`src/rtl/time_set_ctrl_pkg.sv`:
```
// Shared encodings and BCD helpers for the hh:mm:ss time-setting controller.
package time_set_ctrl_pkg;

    typedef enum logic [1:0] {
        ST_RUN     = 2'd0,
        ST_SET_HR  = 2'd1,
        ST_SET_MIN = 2'd2,
        ST_SET_SEC = 2'd3
    } state_t;

    localparam logic [7:0] HR_MAX   = 8'h23;
    localparam logic [7:0] MS_MAX   = 8'h59;
    localparam logic [7:0] BCD_ZERO = 8'h00;

    localparam logic [1:0] FIELD_NONE = 2'd0;
    localparam logic [1:0] FIELD_HR   = 2'd1;
    localparam logic [1:0] FIELD_MIN  = 2'd2;
    localparam logic [1:0] FIELD_SEC  = 2'd3;

    // Units roll into tens first; anything past the field maximum wraps to zero.
    function automatic logic [7:0] bcd_inc(input logic [7:0] val, input logic [7:0] max);
        logic [7:0] nxt;
        if (val[3:0] >= 4'd9) nxt = {val[7:4] + 4'd1, 4'd0};
        else                  nxt = {val[7:4], val[3:0] + 4'd1};
        if (nxt > max) nxt = BCD_ZERO;
        return nxt;
    endfunction

    function automatic logic [1:0] field_of(input state_t st);
        logic [1:0] f;
        case (st)
            ST_SET_HR:  f = FIELD_HR;
            ST_SET_MIN: f = FIELD_MIN;
            ST_SET_SEC: f = FIELD_SEC;
            default:    f = FIELD_NONE;
        endcase
        return f;
    endfunction

endpackage

```
`src/rtl/time_set_ctrl_btn_edge.sv`:
```
// Rising-edge detector for a debounced, clk-synchronous button level.
module btn_edge (
    input  logic clk,
    input  logic rst_n,
    input  logic lvl,
    output logic pulse
);
    logic lvl_q;

    // History resets high so a button held through reset produces no edge.
    always_ff @(posedge clk or negedge rst_n) begin
        if (!rst_n) lvl_q <= 1'b1;
        else        lvl_q <= lvl;
    end

    assign pulse = lvl & ~lvl_q;

endmodule

```
`src/rtl/time_set_ctrl.sv`:
```
// Time-setting sequencer: edits a shadow hh:mm:ss and commits it with a one-cycle load.
module time_set_ctrl #(
    parameter int BLINK_TICKS   = 256,
    parameter int TIMEOUT_TICKS = 4096
) (
    input  logic       clk,
    input  logic       rst_n,
    input  logic       tick_en,
    input  logic       btn_mode,
    input  logic       btn_inc,
    input  logic [7:0] cur_hr,
    input  logic [7:0] cur_min,
    input  logic [7:0] cur_sec,
    output logic       run_en,
    output logic       load,
    output logic [7:0] ld_hr,
    output logic [7:0] ld_min,
    output logic [7:0] ld_sec,
    output logic [1:0] edit_field,
    output logic       blink_on
);
    import time_set_ctrl_pkg::*;

    localparam int BL_W = $clog2(BLINK_TICKS) + 1;
    localparam int TO_W = $clog2(TIMEOUT_TICKS) + 1;

    logic mode_edge, inc_edge;
    state_t state_q, state_d;
    logic load_d;
    logic timeout_hit;
    logic [BL_W-1:0] blink_cnt;
    logic [TO_W-1:0] to_cnt;

    btn_edge u_mode_edge (.clk(clk), .rst_n(rst_n), .lvl(btn_mode), .pulse(mode_edge));
    btn_edge u_inc_edge  (.clk(clk), .rst_n(rst_n), .lvl(btn_inc),  .pulse(inc_edge));

    // A button edge on the final tick restarts the idle window instead of aborting.
    assign timeout_hit = tick_en && !mode_edge && !inc_edge &&
                         (to_cnt == TO_W'(TIMEOUT_TICKS - 1));

    always_comb begin
        state_d = state_q;
        load_d  = 1'b0;
        case (state_q)
            ST_RUN:     if (mode_edge) state_d = ST_SET_HR;
            ST_SET_HR:  if (mode_edge) state_d = ST_SET_MIN;
            ST_SET_MIN: if (mode_edge) state_d = ST_SET_SEC;
            ST_SET_SEC: if (mode_edge) begin
                state_d = ST_RUN;
                load_d  = 1'b1;
            end
            default:    state_d = ST_RUN;
        endcase
        if (state_q != ST_RUN && timeout_hit) state_d = ST_RUN;
    end

    always_ff @(posedge clk or negedge rst_n) begin
        if (!rst_n) begin
            state_q <= ST_RUN;
            load    <= 1'b0;
        end else begin
            state_q <= state_d;
            load    <= load_d;
        end
    end

    assign run_en     = (state_q == ST_RUN);
    assign edit_field = field_of(state_q);

    // Mode wins over a simultaneous increment, so inc only acts without a mode edge.
    always_ff @(posedge clk or negedge rst_n) begin
        if (!rst_n) begin
            ld_hr  <= BCD_ZERO;
            ld_min <= BCD_ZERO;
            ld_sec <= BCD_ZERO;
        end else if (state_q == ST_RUN) begin
            if (mode_edge) begin
                ld_hr  <= cur_hr;
                ld_min <= cur_min;
                ld_sec <= cur_sec;
            end
        end else if (inc_edge && !mode_edge) begin
            case (state_q)
                ST_SET_HR:  ld_hr  <= bcd_inc(ld_hr, HR_MAX);
                ST_SET_MIN: ld_min <= bcd_inc(ld_min, MS_MAX);
                ST_SET_SEC: ld_sec <= bcd_inc(ld_sec, MS_MAX);
                default:    ;
            endcase
        end
    end

    always_ff @(posedge clk or negedge rst_n) begin
        if (!rst_n) begin
            blink_cnt <= '0;
            blink_on  <= 1'b1;
        end else if (state_d == ST_RUN || state_d != state_q || inc_edge) begin
            blink_cnt <= '0;
            blink_on  <= 1'b1;
        end else if (tick_en) begin
            if (blink_cnt == BL_W'(BLINK_TICKS - 1)) begin
                blink_cnt <= '0;
                blink_on  <= ~blink_on;
            end else begin
                blink_cnt <= blink_cnt + 1'b1;
            end
        end
    end

    always_ff @(posedge clk or negedge rst_n) begin
        if (!rst_n)                                     to_cnt <= '0;
        else if (state_d == ST_RUN || mode_edge || inc_edge) to_cnt <= '0;
        else if (tick_en)                               to_cnt <= to_cnt + 1'b1;
    end

endmodule

```
`config.mk`:
```
export PLATFORM = sky130hd
export DESIGN_NAME = time_set_ctrl
export DESIGN_NICKNAME = d
export VERILOG_FILES = /design/src/rtl/time_set_ctrl_pkg.sv /design/src/rtl/time_set_ctrl_btn_edge.sv /design/src/rtl/time_set_ctrl.sv
export SDC_FILE = /design/constraint.sdc
export NUM_CORES = 1
export LEC_CHECK = 0
export CORE_UTILIZATION = 45
export DETAILED_ROUTE_END_ITERATION = 10
export PLACE_DENSITY = 0.78
export SETUP_SLACK_MARGIN = 0.1
export SLEW_MARGIN = 10
export SYNTH_ARGS = -nofsm -noshare
export SYNTH_HDL_FRONTEND = slang
export SYNTH_SLANG_ARGS = --single-unit
```
`constraint.sdc`:
```
create_clock -name clk -period 2.25 [get_ports clk]
set_clock_uncertainty 0.15 [all_clocks]
set_input_delay 0.3375 -clock clk [delete_from_list [all_inputs] [get_ports clk]]
set_output_delay 0.3375 -clock clk [all_outputs]
set_load 0.02 [all_outputs]
```
## Word level (Yosys, flattened, before mapping)

Index checks and enable logic that the tools add are counted.

- Bits of input ports: 29
- Flip-flop bits (word level): 52
- Output and inout bits: 29

- Bitwise operators: 5
- Add/subtract/negate cells: 8
- Reduce and logical (&&, ||, !) cells: 25
- Order comparisons: 6
- Multiplexer cells: 44
- Equal/unequal tests: 7

Operator list:

| operator | number |
|---|---|
| two-way mux 8 bit | 27 |
| two-way mux 9 bit | 3 |
| two-way mux 13 bit | 2 |
| adder 4 x 1 -> 4 bit, second input constant | 6 |
| greater-than comparator 8 x 7 -> 1 bit, second input constant | 2 |
| nonzero test 2 bit | 8 |
| adder 13 x 1 -> 13 bit, second input constant | 1 |
| equality test 13 x 12 -> 1 bit, second input constant | 1 |
| greater-or-equal comparator 4 bit, second input constant | 3 |
| two-way mux 2 bit | 5 |
| adder 9 x 1 -> 9 bit, second input constant | 1 |
| equality test 9 x 8 -> 1 bit, second input constant | 1 |
| AND reduction 3 bit | 3 |
| greater-than comparator 8 x 6 -> 1 bit, second input constant | 1 |
| one-hot mux 2 bit (4 select lines) | 1 |
| one-hot mux 2 bit (3 select lines) | 1 |
| logical AND 1 bit | 5 |
| two-way mux 1 bit | 5 |
| equality test 2 bit, second input constant | 2 |
| zero test 2 bit | 2 |
| logical OR 1 bit | 4 |
| NOT 1 bit | 3 |
| bitwise AND 1 bit | 2 |
| equality test 2 x 1 -> 1 bit, second input constant | 1 |
| other kinds (4) | 5 |

## Logic depth before layout (Yosys ltp)

- Depth after elaboration: 13
- Depth in mapped cells: 8
- Mapped depth without buffers: 7

## By module

From an unflattened synthesis, not the netlist that was laid out.

- Cells, all modules: 346
- Area, all modules: 3,254.4 µm²

By module, submodules not included:

| module | area each (µm²) | cells each | times used |
|---|---|---|---|
| time_set_ctrl | 3,174.3 | 342 | 1 |
| btn_edge | 40.0 | 2 | 2 |

## Worst setup path after synthesis

Ideal clock, no wire load.

- Kind: register to register
- Start: register ld_sec[1]
- End: register ld_sec[4]
- Cell stages (with the launch flop): 8
- Buffers on the path: 0
- Data arrival time: 1,928 ps
- Period minus slack after synthesis: 2,218 ps
- Required time: 1,960 ps
- Setup slack: 32 ps
- Cell sequence: dfrtp_1 > inv_1 > ha_1 > or3b_4 > and3_1 > xnor2_1 > o21ai_0 > a211oi_2

- Word-level cells in the longest chain between the ends: 10
- Elaborated cells on any way between the ends: 11

Ends and longest elaborated chain:

| what | line | source |
|---|---|---|
| start: declaration | time_set_ctrl.sv:18 | `output logic [7:0] ld_sec,` |
| start signal: assignment | time_set_ctrl.sv:80 | `ld_sec <= cur_sec;` |
| start signal: assignment | time_set_ctrl.sv:86 | `ST_SET_SEC: ld_sec <= bcd_inc(ld_sec, MS_MAX);` |
| adder 4 x 1 -> 4 bit / greater-or-equal comparator 4 bit (equally long branches) | time_set_ctrl_pkg.sv:24, time_set_ctrl_pkg.sv:23 |  |
| two-way mux 8 bit (*) | time_set_ctrl_pkg.sv:23 | `if (val[3:0] >= 4'd9) nxt = {val[7:4] + 4'd1, 4'd0};` |
| two-way mux 8 bit (*) | time_set_ctrl.sv:83 | `case (state_q)` |
| two-way mux 8 bit (*) | time_set_ctrl.sv:82 | `end else if (inc_edge && !mode_edge) begin` |
| two-way mux 8 bit (*) | time_set_ctrl.sv:76 | `end else if (state_q == ST_RUN) begin` |
| greater-than comparator 8 x 7 -> 1 bit | time_set_ctrl_pkg.sv:25 | `if (nxt > max) nxt = BCD_ZERO;` |
| two-way mux 8 bit (*) | time_set_ctrl_pkg.sv:25 |  |
| two-way mux 8 bit (*) | time_set_ctrl.sv:83 |  |
| two-way mux 8 bit (*) | time_set_ctrl.sv:82 |  |
| two-way mux 8 bit (*) | time_set_ctrl.sv:76 |  |

Every way passes the cells marked *; elsewhere a longest branch is shown, timed or not. The select of a mux whose other input is x is not followed.
A chain may end at the register's enable or synchronous reset.

## Final worst setup path

- Start: register ld_sec[0]
- End: register ld_sec[5]

The elaborated chain is that of the path after synthesis.

==> results.json <==
{
  "final_area_um2": 4310,
  "path_cells": "inv_4, ha_4, or3b_4, and3_1, xnor2_1, or3b_4, a21oi_2",
  "synth_area_leader_cell": "dfrtp_1",
  "core_area_um2": 6830,
  "wire_per_inst_um": 14.7,
  "finalNonFillerCells": 530,
  "cts_tree": "yes",
  "p_leak_nw": 1.81,
  "avgSynthCellArea_um2": 9.07,
  "rows": 30,
  "cp_max_fo": 3,
  "detail-route-antenna-nets": 0,
  "final-hold-violation-count": 0,
  "grt_pass1_vias": 2752,
  "dr.pass1.iters": 4,
  "dieArea_um2": 7430,
  "p_per_area_nw_per_um2": 1160,
  "path_delay_family": "simple AND/OR/NAND/NOR gates",
  "min_from": "btn_inc",
  "status": "finished clean",
  "finalCritPeriodShare": 0.988,
  "r2r_end": "ld_sec[5]$_DFFE_PN0P_",
  "clkTransAtPathRegs_ns": 0.10,
  "grt_max_degree": 53,
  "yosysUniqueCellTypes": 57,
  "cpPeakStageDelay_ns": 0.45,
  "fin_nets": 476,
  "fin_setup_tns_ns": 0,
  "max_freq_ghz": 0.450,
  "ys_seq_area_frac": 0.409,
  "drt_wl_total_um": 7810,
  "yosys-top-cells-area": "dfrtp_1, ha_1, nor2_1",
  "clkSinkCount": 52,
  "dpl_worst_slack_ns": -0.0241,
  "synth_nets": 395,
  "relSlewSlack": 0.604,
  "cp.depth": 7,
  "num_antenna_cells": 0,
  "final.min_clock_period_ns": 2.22,
  "portBuffers": 57,
  "max-cap-violations": 0,
  "r2r-start": "ld_sec[0]$_DFFE_PN0P_",
  "grt_setup_unrepaired": "yes",
  "ys_warn_count": 0,
  "drc": 0,
  "cts.path.max_buffers": 2,
  "slew_violations": 0,
  "synth-seq-cells": 52,
  "via_per_inst": 5.56,
  "vdd_drop_max_v": 0.000611,
  "cts_buffers": 5,
  "track_usage": 0.216,
  "arrival_ns": 2.32,
  "setup_ws_ns": 0.0271,
  "critical_path_class": "reg -> reg",
  "io_pins": 58,
  "dp.final_hpwl_um": 5630,
  "synth_cells": 352,
  "worst_pin_slew_ns": 0.587,
  "crit_path_start_kind": "register",
  "place_inst": 517,
  "place.gp.congestion": 0.878,
  "place_area_um2": 4020,
  "htree_num_levels": 2,
  "hold_end": "u_inc_edge.lvl_q$_DFF_PN1_",
  "whs_path_depth": 1,
  "die_w_um": 86.2,
  "ys.flop_type": "dfrtp_1",
  "r2r.worst_path.cells": 7,
  "ys_async_sr_fraction": 1.00,
  "drt_iter0_markers": 184,
  "grt-ovfl-total": 0,
  "end_kind": "register",
  "crit_slowest_cell": "dfrtp_2",
  "via_count": 2946,
  "hp-class": "in -> reg",
  "drive_gt1_frac": 0.182,
  "area_growth_pct": 35.0,
  "antenna_found_initial": 0,
  "synth_top_area_frac": 0.384,
  "clockRootBuffer": "clkbuf_8",
  "start_util": 0.467,
  "clkLatencyLatePin_ns": 0.32,
  "die_y_um": 86.2,
  "synth_edf_count": 0,
  "setup_viol": 0,
  "r2r_slack_ns": 0.03,
  "synth_area_um2": 3190,
  "grt_pass1_wl_um": 12800,
  "crit_buf_inv": 1,
  "cp_data_required_time_ns": 2.35,
  "crit_top_cell": "or3b_4"
}
-- cells by family after synthesis --
kind of cell,share of synthesized area
buffers and inverters,0.0384
adder cells (fa/ha/maj),0.0549
AO/OA/AOI/OAI,0.176
AND/OR/NAND/NOR,0.250
flip-flops,0.409
multiplexers,0.0133
XOR/XNOR,0.0576
-- state kept, by name, indices dropped and copies added, names as in the netlist --
register           count
blink_on               1
load                   1
ld_min                 8
ld_sec                 8
ld_hr                  8
state_q                2
blink_cnt              9
u_mode_edge.lvl_q      1
u_inc_edge.lvl_q       1
to_cnt                13
-- per-layer routing --
metal | global-route usage | share of wire | vias to the layer above
li1 | - | - | 1435
met1 | 0.296 | 0.45 | 1414
met2 | 0.349 | 0.49 | 86
met3 | 0.0305 | 0.044 | 11
met4 | 0.0788 | 0.016 | 0
met5 | 0 | 0 | -
-- how the worst max path moves through the flow --
| stage | from | endpoint |
|---|---|---|
| after detailed placement | btn_mode | ld_min[3]$_DFFE_PN0P_ |
| after global routing | ld_sec[0]$_DFFE_PN0P_ | ld_sec[5]$_DFFE_PN0P_ |
| final | ld_sec[0]$_DFFE_PN0P_ | ld_sec[5]$_DFFE_PN0P_ |
| after global placement | btn_mode | ld_min[6]$_DFFE_PN0P_ |
| after CTS | ld_sec[0]$_DFFE_PN0P_ | ld_sec[4]$_DFFE_PN0P_ |
| after floorplan | ld_sec[1]$_DFFE_PN0P_ | ld_sec[4]$_DFFE_PN0P_ |
-- placed cells by master (no fill, tap or decap), types with 4 or more instances in the layout --
cell,netlist,final
dfrtp_1,49,46
nor3_1,11,9
a21oi_1,18,17
nand4_1,10,10
ha_1,14,11
nand2_1,32,32
clkdlybuf4s50_1,0,56
buf_4,1,27
a22oi_1,6,6
nand2b_1,7,6
clkbuf_8,0,5
a31oi_1,8,8
inv_1,17,15
nand3_1,10,10
nor2b_1,4,4
xnor2_1,9,7
xor2_1,12,12
nor2_1,40,39
and3_1,9,9
o21ai_0,22,16
o21ai_2,0,4
-- through the flow --
| stage | util | total power [mW] | hold slack, ns |
|---|---|---|---|
| detailed placement | 0.588 | 4.06 | 0.203 |
| CTS | 0.610 | 4.73 | 0.313 |
| finish | 0.631 | 4.99 | 0.309 |
| floorplan | - | 3.03 | -0.108 |
| global placement | 0.588 | 3.97 | 0.199 |
| global route | 0.631 | 5.32 | 0.332 |
-- area by class of cell --
cell class	instances	area [µm²]
fill	580	2520
inverter	17	66.3
clock inverter	3	25.0
clock buffer	5	68.8
sequential	52	1310
tap	96	120
timing repair buffer	86	798
multi-input combinational	271	1920
-- synth_stat cells (4+ instances only) --
master / n
a31oi_1: 8
buf_2: 8
o31ai_1: 4
and3_1: 9
nor3_1: 11
a22oi_1: 6
nand3_1: 10
nand2_1: 32
o21ai_0: 22
nand4_1: 10
dfrtp_1: 49
a21oi_1: 18
nand2b_1: 7
ha_1: 14
nor2b_1: 4
inv_1: 17
xor2_1: 12
nor2_1: 40
xnor2_1: 9
-- worst register-to-register path, stage by stage, from the launching register on --
cell     delay [ns]
dfrtp_2        0.45
inv_4          0.08
ha_4           0.14
or3b_4         0.40
and3_1         0.24
xnor2_1        0.14
or3b_4         0.39
a21oi_2        0.15
-- report_power, final --
group | internal, mW | leakage [nW] | switching (mW)
logic | 1.41 | 1.09 | 1.45
registers | 1.16 | 0.669 | 0.407
clock network | 0.227 | 0.0452 | 0.339
-- repair_timing --
| action | CTS | global route |
|---|---|---|
| hold buffers | 1 | 0 |
| gates resized for setup | 10 | 24 |
| setup buffers | 2 | 2 |
| pin swaps | 1 | 9 |
| endpoints found under the setup margin | 13 | 17 |
| hold endpoints to repair | 49 | 0 |
(Power assumes the default switching activity.)
